File: src/rtl/booth_pp_accum.sv
// Radix-4 Booth partial-product accumulator: consumes LSB-first Booth select codes and returns the signed 2*WIDTH product.
// Optional illegal-code flag enabled by defining BOOTH_PP_ACCUM_CHK_EN; otherwise err is tied low.
module booth_pp_accum #(
    parameter int WIDTH = 8
) (
    input  logic                 clk,
    input  logic                 rst,
    input  logic                 start,
    input  logic [WIDTH-1:0]     mcand,
    input  logic                 sel_valid,
    input  logic [2:0]           sel,
    output logic                 sel_ready,
    output logic                 busy,
    output logic                 prod_valid,
    input  logic                 prod_ready,
    output logic [2*WIDTH-1:0]   product,
    output logic                 err
);

    localparam int GROUPS = WIDTH / 2;
    localparam int CNT_W  = (GROUPS > 1) ? $clog2(GROUPS) : 1;
    localparam int PW     = 2 * WIDTH;

    typedef enum logic [1:0] {
        S_IDLE = 2'd0,
        S_RUN  = 2'd1,
        S_DONE = 2'd2
    } state_t;

    state_t             r_state;
    state_t             w_state_nxt;
    logic [WIDTH-1:0]   r_a;
    logic [PW-1:0]      r_acc;
    logic [CNT_W-1:0]   r_cnt;

    logic               w_start_acc;
    logic               w_beat;
    logic               w_last;
    logic [PW-1:0]      w_a_ext;
    logic [PW-1:0]      w_a2_ext;
    logic [PW-1:0]      w_pp;
    logic [PW-1:0]      w_pp_shift;

    assign w_last = (r_cnt == CNT_W'(GROUPS - 1));

    // NOTE: sequential state uses non-blocking assignments so every register samples pre-edge values.
    always_ff @(posedge clk) begin
        if (rst) r_state <= S_IDLE;
        else     r_state <= w_state_nxt;
    end

    // NOTE: every signal driven here gets a default first, so no path can infer a latch.
    always_comb begin
        w_state_nxt = r_state;
        w_start_acc = 1'b0;
        w_beat      = 1'b0;
        sel_ready   = 1'b0;
        busy        = 1'b0;
        prod_valid  = 1'b0;
        case (r_state)
            S_IDLE: begin
                if (start) begin
                    w_start_acc = 1'b1;
                    w_state_nxt = S_RUN;
                end
            end
            S_RUN: begin
                sel_ready = 1'b1;
                busy      = 1'b1;
                if (sel_valid) begin
                    w_beat = 1'b1;
                    if (w_last) w_state_nxt = S_DONE;
                end
            end
            S_DONE: begin
                busy       = 1'b1;
                prod_valid = 1'b1;
                if (prod_ready) w_state_nxt = S_IDLE;
            end
            default: w_state_nxt = S_IDLE;
        endcase
    end

    // 2A is built at WIDTH+1 bits before extension so A = -2^(WIDTH-1) doubles correctly.
    assign w_a_ext  = {{WIDTH{r_a[WIDTH-1]}}, r_a};
    assign w_a2_ext = {{(WIDTH-1){r_a[WIDTH-1]}}, r_a, 1'b0};

    always_comb begin
        w_pp = '0;
        case (sel)
            3'd1:    w_pp = -w_a2_ext;
            3'd2:    w_pp = -w_a_ext;
            3'd4:    w_pp = w_a_ext;
            3'd5:    w_pp = w_a2_ext;
            default: w_pp = '0;
        endcase
    end

    assign w_pp_shift = w_pp << {r_cnt, 1'b0};

    always_ff @(posedge clk) begin
        if (rst) begin
            r_a   <= '0;
            r_acc <= '0;
            r_cnt <= '0;
        end else if (w_start_acc) begin
            r_a   <= mcand;
            r_acc <= '0;
            r_cnt <= '0;
        end else if (w_beat) begin
            r_acc <= r_acc + w_pp_shift;
            r_cnt <= r_cnt + 1'b1;
        end
    end

    assign product = r_acc;

`ifdef BOOTH_PP_ACCUM_CHK_EN
    logic r_err;
    logic w_illegal;

    assign w_illegal = (sel == 3'd0) || (sel == 3'd6) || (sel == 3'd7);

    // Sticky until the next accepted start so the flag survives the DONE handshake.
    always_ff @(posedge clk) begin
        if (rst)                        r_err <= 1'b0;
        else if (w_start_acc)           r_err <= 1'b0;
        else if (w_beat && w_illegal)   r_err <= 1'b1;
    end

    assign err = r_err;
`else
    assign err = 1'b0;
`endif

endmodule

File: config.mk
export PLATFORM = sky130hd
export DESIGN_NAME = booth_pp_accum
export DESIGN_NICKNAME = d
export VERILOG_FILES = /design/src/rtl/booth_pp_accum.sv
export SDC_FILE = /design/constraint.sdc
export NUM_CORES = 1
export LEC_CHECK = 0
export ABC_AREA = 1
export BUFFER_PORTS_ARGS = -buffer_cell sky130_fd_sc_hd__buf_2
export CAP_MARGIN = 20
export CELL_PAD_IN_SITES_DETAIL_PLACEMENT = 1
export CELL_PAD_IN_SITES_GLOBAL_PLACEMENT = 2
export CORE_ASPECT_RATIO = 2
export CORE_UTILIZATION = 31
export DETAILED_ROUTE_END_ITERATION = 6
export GPL_ROUTABILITY_DRIVEN = 1
export GPL_TIMING_DRIVEN = 0
export PLACE_DENSITY = 0.76
export REMOVE_ABC_BUFFERS = 1
export SLEW_MARGIN = 5
export SYNTH_ARGS = -nofsm -noshare
export SYNTH_HDL_FRONTEND = slang
export SYNTH_SLANG_ARGS = --single-unit
File: constraint.sdc
create_clock -name clk -period 3.82 [get_ports clk]
set_clock_uncertainty 0.1 [all_clocks]
set_input_delay 0.573 -clock clk [delete_from_list [all_inputs] [get_ports clk]]
set_output_delay 0.573 -clock clk [all_outputs]
set_load 0.02 [all_outputs]
==> summary.md, run 1 <==
| Metric | Value |
|---|---|
| Status | complete, no violations |
| # setup viols final | 0 |
| Async SR Flop Fraction | 0% |
| Pwr/cell area | 577 mW/mm² |
| Clock transition at path regs | roughly 80 ps |
| Final Max Tran Viols | 0 |
| Fraction of layout cells with a size suffix above 1 | between 10% and 20% |
| Sequential share of the synthesized area | 22.1% |
| Via Count | ~2,600 |
| Number of port buffers | 34 |
| First-pass GRT wire length | 12,500 µm |
| Die Area | 0.00856 mm² |
| Hold path cells | 2 |
| Initial antenna violation count | 0 |
| Most frequent cells in the layout | nand2_1 (68), nor2_1 (60), inv_1 (54), buf_2 (34), dfxtp_1 (28) |
| Die W | between 60 and 70 µm |
| Yosys cell types | 35 |
| Dpl cell area | 0.00278 mm² |
| Synth-to-Final Area Change | 15.6% |
| Final Hold Fails | 0 |
| Drt initial violations | 51 |
| RSZ-0062 raised after global routing | no |
| Top-level I/O count | 36 |
| Ys flop type | dfxtp_1 |
| CTS HTree Levels | 1 |
| Non-Filler Instances | 520 |
| Yosys reg bits | 28 |
| Sink Count | 28 |
| Crit Path Max Fanout | 5 |
| Top cells by area, synth | dfxtp_1 (22%), ha_1 (11%), nand2_1 (10%) |
| Crit share post-route | 90.1% |
| Post-route DRC | 0 |
| Post-detail-place hpwl | around 6000 µm |
| Synth area leader | dfxtp_1 |
| Worst-skew pair later-pin latency | between 200 and 300 ps |
| Worst EP required | 3900 ps |
| Number of CTS-inserted buffers | 3 |
| Hold Crit Class | flop to flop |
| Routed Antenna Nets | 0 |
| DIE HEIGHT | 130 µm |
| Final nets | 465 |
| Num rows | between 40 and 50 |
| Post-synth top area share | 22.1% |
| Tightest Pin Transition | 688 ps |
| Ys Warns | 0 |
| Setup TNS | 0 ps |
| VDD IR max | 0.000211 V |
| Vias/cell | 5.01 |
| Clk buf depth | 2 |
| Mapped Cells | between 300 and 400 |
| Critical Path AT | about 3500 ps |
| Total grt overflow | 0 |
| Syn Area/Cell | roughly 6.5 µm² |
| Layout Utilization | 36.9% |
| P_leak | 1.64 nW |
| Period minus WS final | 3440 ps |
| N_diodes | 0 |
| Worst-case reg-to-reg path depth | 23 |
| Core area | 0.00794 mm² |
| Design Area, Final | 0.00293 mm² |
| Largest net degree at the start of global routing | 22 |
| Routability cong. | between 0.8 and 0.9 |
| Fmax achieved | 291 MHz |
| Root buffer cell | clkbuf_16 |
| Hold WS | 395 ps |
| CTS tree | yes |
| Worst Setup Start Kind | flop |
| Commonest non-fill, non-tap cell in the layout | nand2_1 |
| Post-synth EDFFs | 0 |
| Dpl cells | between 500 and 600 |
| Pre-antenna DRT Iters | 4 |
| GRT Overall Usage | 19.0% |
| Initial core utilization | 31.9% |
| Max_cap viols | 0 |
| Drt wl/cell | about 14 µm |
| Crit Path Category | flop to flop |
| Vias in the first global route | 2,728 |
| Slew headroom | between 50% and 60% |
| WL final | 7400 µm |
| Synth Cell Area | 0.00253 mm² |
| CTS Hold Buffers Added | 0 |
| CP endpoint kind | flop |
[state kept, by name (all words and copies together), names as in the netlist]
register	cells
product	16
r_a	8
r_cnt	2
r_state	2
[Yosys cell counts, types with 2 or more instances]
master    number
xor2_1        10
a21o_1         3
nand2_1       68
nand4_1        2
a31oi_1        3
dfxtp_1       28
nand3_1       17
mux2i_1        6
a21oi_1       22
ha_1          23
o221ai_1       3
xnor2_1        3
clkbuf_1       9
nor2_1        60
inv_1         54
inv_2          9
o22ai_1        6
nand2_2        4
nand3_2        7
a211oi_1      10
a21oi_2        2
o21ai_1        6
o21ai_0       25
[power breakdown]
group	switching [W]	internal [W]
clock network	0.000123	0.000210
registers	0.0000553	0.000351
logic	0.000606	0.000345
[metrics by stage]
| step | worst slack, ps | total power (W) |
|---|---|---|
| floorplan | 934 | 0.00109 |
| global placement | 293 | 0.00131 |
| detailed placement | 227 | 0.00133 |
| CTS | 282 | 0.00167 |
| global route | 10.8 | 0.00185 |
| finish | 378 | 0.00169 |
[critical path, cell delays in order, from the launching register on]
cell and delay [ps]:
dfxtp_1 300, inv_1 140, ha_1 190, inv_1 50, nor2_2 180, nand2_1 90, xor2_1 190, nor2_1 70
nor3_2 130, nand2_1 100, nand3_1 120, o21ai_0 140, ha_1 380, a21o_1 220, a21boi_1 130, nand2_1 150
nand3_1 100, nand3_1 120, nand2_1 130, nand2_1 60, nand2_1 50, nand3_1 60, nand2_1 90, inv_1 30
[metal layers]
metal  GRT usage (%)  vias to the layer above  share of wire (%)
met5               0                        -                  0
met1            18.5                     1214                 37
met2            38.1                       36                 58
met3            1.40                       14                1.6
li1                -                     1340                  -
met4            9.34                        0                3.3
[path summary, 6_finish.rpt]
path,from,to,slack (ps)
min,product[0],product[0],390
max,r_a[0],product[13],380
min reg2reg,product[0],product[0],390
max reg2reg,r_a[0],product[13],380
[cell type report]
| cell class | instances | area [µm²] |
|---|---|---|
| tap | 96 | 120 |
| inverter | 64 | 240 |
| sequential | 28 | 561 |
| clock buffer | 3 | 75.1 |
| timing repair buffer | 39 | 208 |
| clock inverter | 1 | 30.0 |
| multi-input combinational | 289 | 1700 |
| fill | 1053 | 5010 |
[cell families (layout without fill, tap and decap cells)]
group	count (synthesis)	in the layout	synth area share, %
fa+ha+maj	24	24	12.1
xor+xnor	13	13	4.49
flops	28	28	22.1
mux	6	6	2.37
simple gates	162	162	28.0
buf+inv	75	107	11.3
other cells	1	1	0.148
compound gates	83	83	19.5
[timing repair]
item,4_1_cts,5_1_grt
resized for setup,0,2
setup endpoints to repair,0,2
buffers inserted,0,5
(Power assumes the default switching activity.)
==> run 2, diff against run 1 <==
--- a/config.mk
+++ b/config.mk
@@ -15,7 +15,7 @@
 export DETAILED_ROUTE_END_ITERATION = 6
 export GPL_ROUTABILITY_DRIVEN = 1
 export GPL_TIMING_DRIVEN = 0
-export PLACE_DENSITY = 0.76
+export PLACE_DENSITY = 0.83
 export REMOVE_ABC_BUFFERS = 1
 export SLEW_MARGIN = 5
 export SYNTH_ARGS = -nofsm -noshare
==> run 2 against run 1 <==
Compared with the run above: global-route usage up 0.15 points; hold slack worse by 1.1 ps; die area unchanged; critical path type unchanged; largest cell class unchanged.
==> summary.md, run 2 (synthesis gave the netlist of run 1 again) <==
| Metric | Value |
|---|---|
| Worst Setup Start Kind | flop |
| VDD IR max | 0.000174 V |
| Hold path cells | 2 |
| Num rows | 46 |
| Initial core utilization | about a third |
| Die Area | 0.00856 mm² |
| Sequential Power Share | approximately a quarter |
| Number of CTS-inserted buffers | 3 |
| Vias in the first global route | about 2,800 |
| Worst-case reg-to-reg path depth | 23 |
| Crit Path Max Fanout | 5 |
| First-pass GRT wire length | between 10,000 and 15,000 µm |
| Setup TNS | 0 ps |
| Reg2Reg Launch Point | r_a[0] |
| Largest net degree at the start of global routing | 22 |
| Worst hold endpoint | product[0] |
| Max FFs per register | 16 |
| CTS tree | yes |
| Layout Utilization | between 30% and 40% |
| Drt initial violations | 54 |
| Hold WS | slightly below 400 ps |
| Hold Crit Class | flop to flop |
| Worst EP required | between 3000 and 4000 ps |
| Vias/cell | ~5.0 |
| CP endpoint kind | flop |
| Clk pwr share | 20.2% |
| P_int | approximately 0.00088 W |
| Clock transition at path regs | 80 ps |
| Status | complete, no violations |
| Final nets | approximately 460 |
| Slew headroom | 52.9% |
| CTS HTree Levels | 1 |
| Net switching power figure | 0.000770 W |
| P_leak | 1.62 nW |
| Routed Antenna Nets | 0 |
| Total grt overflow | 0 |
| Layout filler cell count | approximately 1,100 |
| Synth-to-Final Area Change | 14.4% |
| # setup viols final | 0 |
| Via Count | between 2,000 and 3,000 |
| Max_cap viols | 0 |
| Dpl cell area | ~0.0028 mm² |
| R2r endpoint | product[13] |
| HP Start | product[0] |
| Die W | 65.9 µm |
| Drt wl/cell | 14.2 µm |
| Fraction of layout cells with a size suffix above 1 | 15.7% |
| Worst-skew pair later-pin latency | 280 ps |
| R2R setup slack | 440 ps |
| Crit Path Category | flop to flop |
| Tightest Pin Transition | 706 ps |
| Core area | 0.00794 mm² |
| Number of port buffers | 34 |
| Total power | 0.00165 W |
| DIE HEIGHT | 130 µm |
| Sink Count | 28 |
| Sw frac | 46.7% |
| Clk buf depth | 2 |
| Logic gate share of total power | 55.3% |
| RSZ-0062 raised after global routing | no |
| Period minus WS final | 3380 ps |
| Critical Path AT | 3470 ps |
| CTS Hold Buffers Added | 0 |
| GRT Overall Usage | between 10% and 20% |
| Pre-antenna DRT Iters | 4 |
| WL final | ~7300 µm |
| Post-detail-place hpwl | 6070 µm |
| Final Max Tran Viols | 0 |
| Post-route DRC | 0 |
| Final Hold Fails | 0 |
| Crit share post-route | around 90% |
| Fmax achieved | around 300 MHz |
| Design Area, Final | around 0.0029 mm² |
| N_diodes | 0 |
| Commonest non-fill, non-tap cell in the layout | nand2_1 |
| Pwr/cell area | 568 mW/mm² |
| Initial antenna violation count | 0 |
| Most frequent cells in the layout | nand2_1 (67), nor2_1 (60), inv_1 (54), buf_2 (34), dfxtp_1 (28) |
| Top-level I/O count | 36 |
| Root buffer cell | clkbuf_16 |
| Routability cong. | 0.856 |
==> run 2: changes by cell type in the layout (fill, tap and decap cells not counted) <==
cell     change
buf_4        -4
nand2_1      -1
nand2_2      +1
o21ai_1      +1
o21ai_2      -1
==> run 2: power groups by stage <==
stage	combinational [W]	clock, W	sequential [W]
5_1_grt	0.00105	0.000350	0.000417
3_5_place_dp	0.000917	0	0.000413
3_3_place_gp	0.000890	0	0.000412
2_1_floorplan	0.000661	0	0.000428
6_report	0.000911	0.000332	0.000405
4_1_cts	0.000923	0.000342	0.000406
==> run 2: worst max-delay path by stage <==
stage          startpoint          end  slack (ps)  cells past startpoint
5_1_grt            r_a[0]  product[13]          20                     23
4_1_cts            r_a[0]  product[13]         280                     23
2_1_floorplan      r_a[0]  product[13]         930                     23
6_report           r_a[0]  product[13]         440                     23
3_3_place_gp       sel[1]  product[13]         310                     22
3_5_place_dp       sel[1]  product[13]         220                     22
==> run 2: metal layers <==
layer / routed length (µm) / GRT usage (%)
met5: 0 / 0
met4: 254 / 8.70
met3: 133 / 1.75
met2: 4360 / 39.9
met1: 2560 / 17.4
==> run 2: critical path, stage by stage, from the launching register on <==
cell and delay, ps:
dfxtp_1 300, inv_1 140, ha_1 190, inv_1 50, nor2_2 170, nand2_1 90
xor2_1 190, nor2_1 70, nor3_2 150, nand2_1 100, nand3_1 110, o21ai_0 140
ha_1 370, a21o_1 220, a21boi_1 160, nand2_2 120, nand3_1 90, nand3_1 110
nand2_1 120, nand2_1 70, nand2_1 60, nand3_1 60, nand2_1 90, inv_1 30
==> run 2: timing repair <==
action,4_1_cts,5_1_grt
setup buffers,0,1
resized for setup,0,2
endpoints found under the setup margin,0,3
==> run 2: area by class of cell <==
type                       instances  area [µm²]  share of cell area (%)
clock buffer                       3        75.1                    2.59
inverter                          64         240                    8.29
timing repair buffer              35         178                    6.13
clock inverter                     1        30.0                    1.04
tap                               96         120                    4.15
sequential                        28         561                    19.3
multi-input combinational        289        1690                    58.5
==> run 2: metrics by stage <==
stage	setup WS (ps)	std cells
after floorplan	934	381
after global placement	305	511
after detailed placement	221	511
after CTS	281	515
after global routing	24.2	516
final	438	516
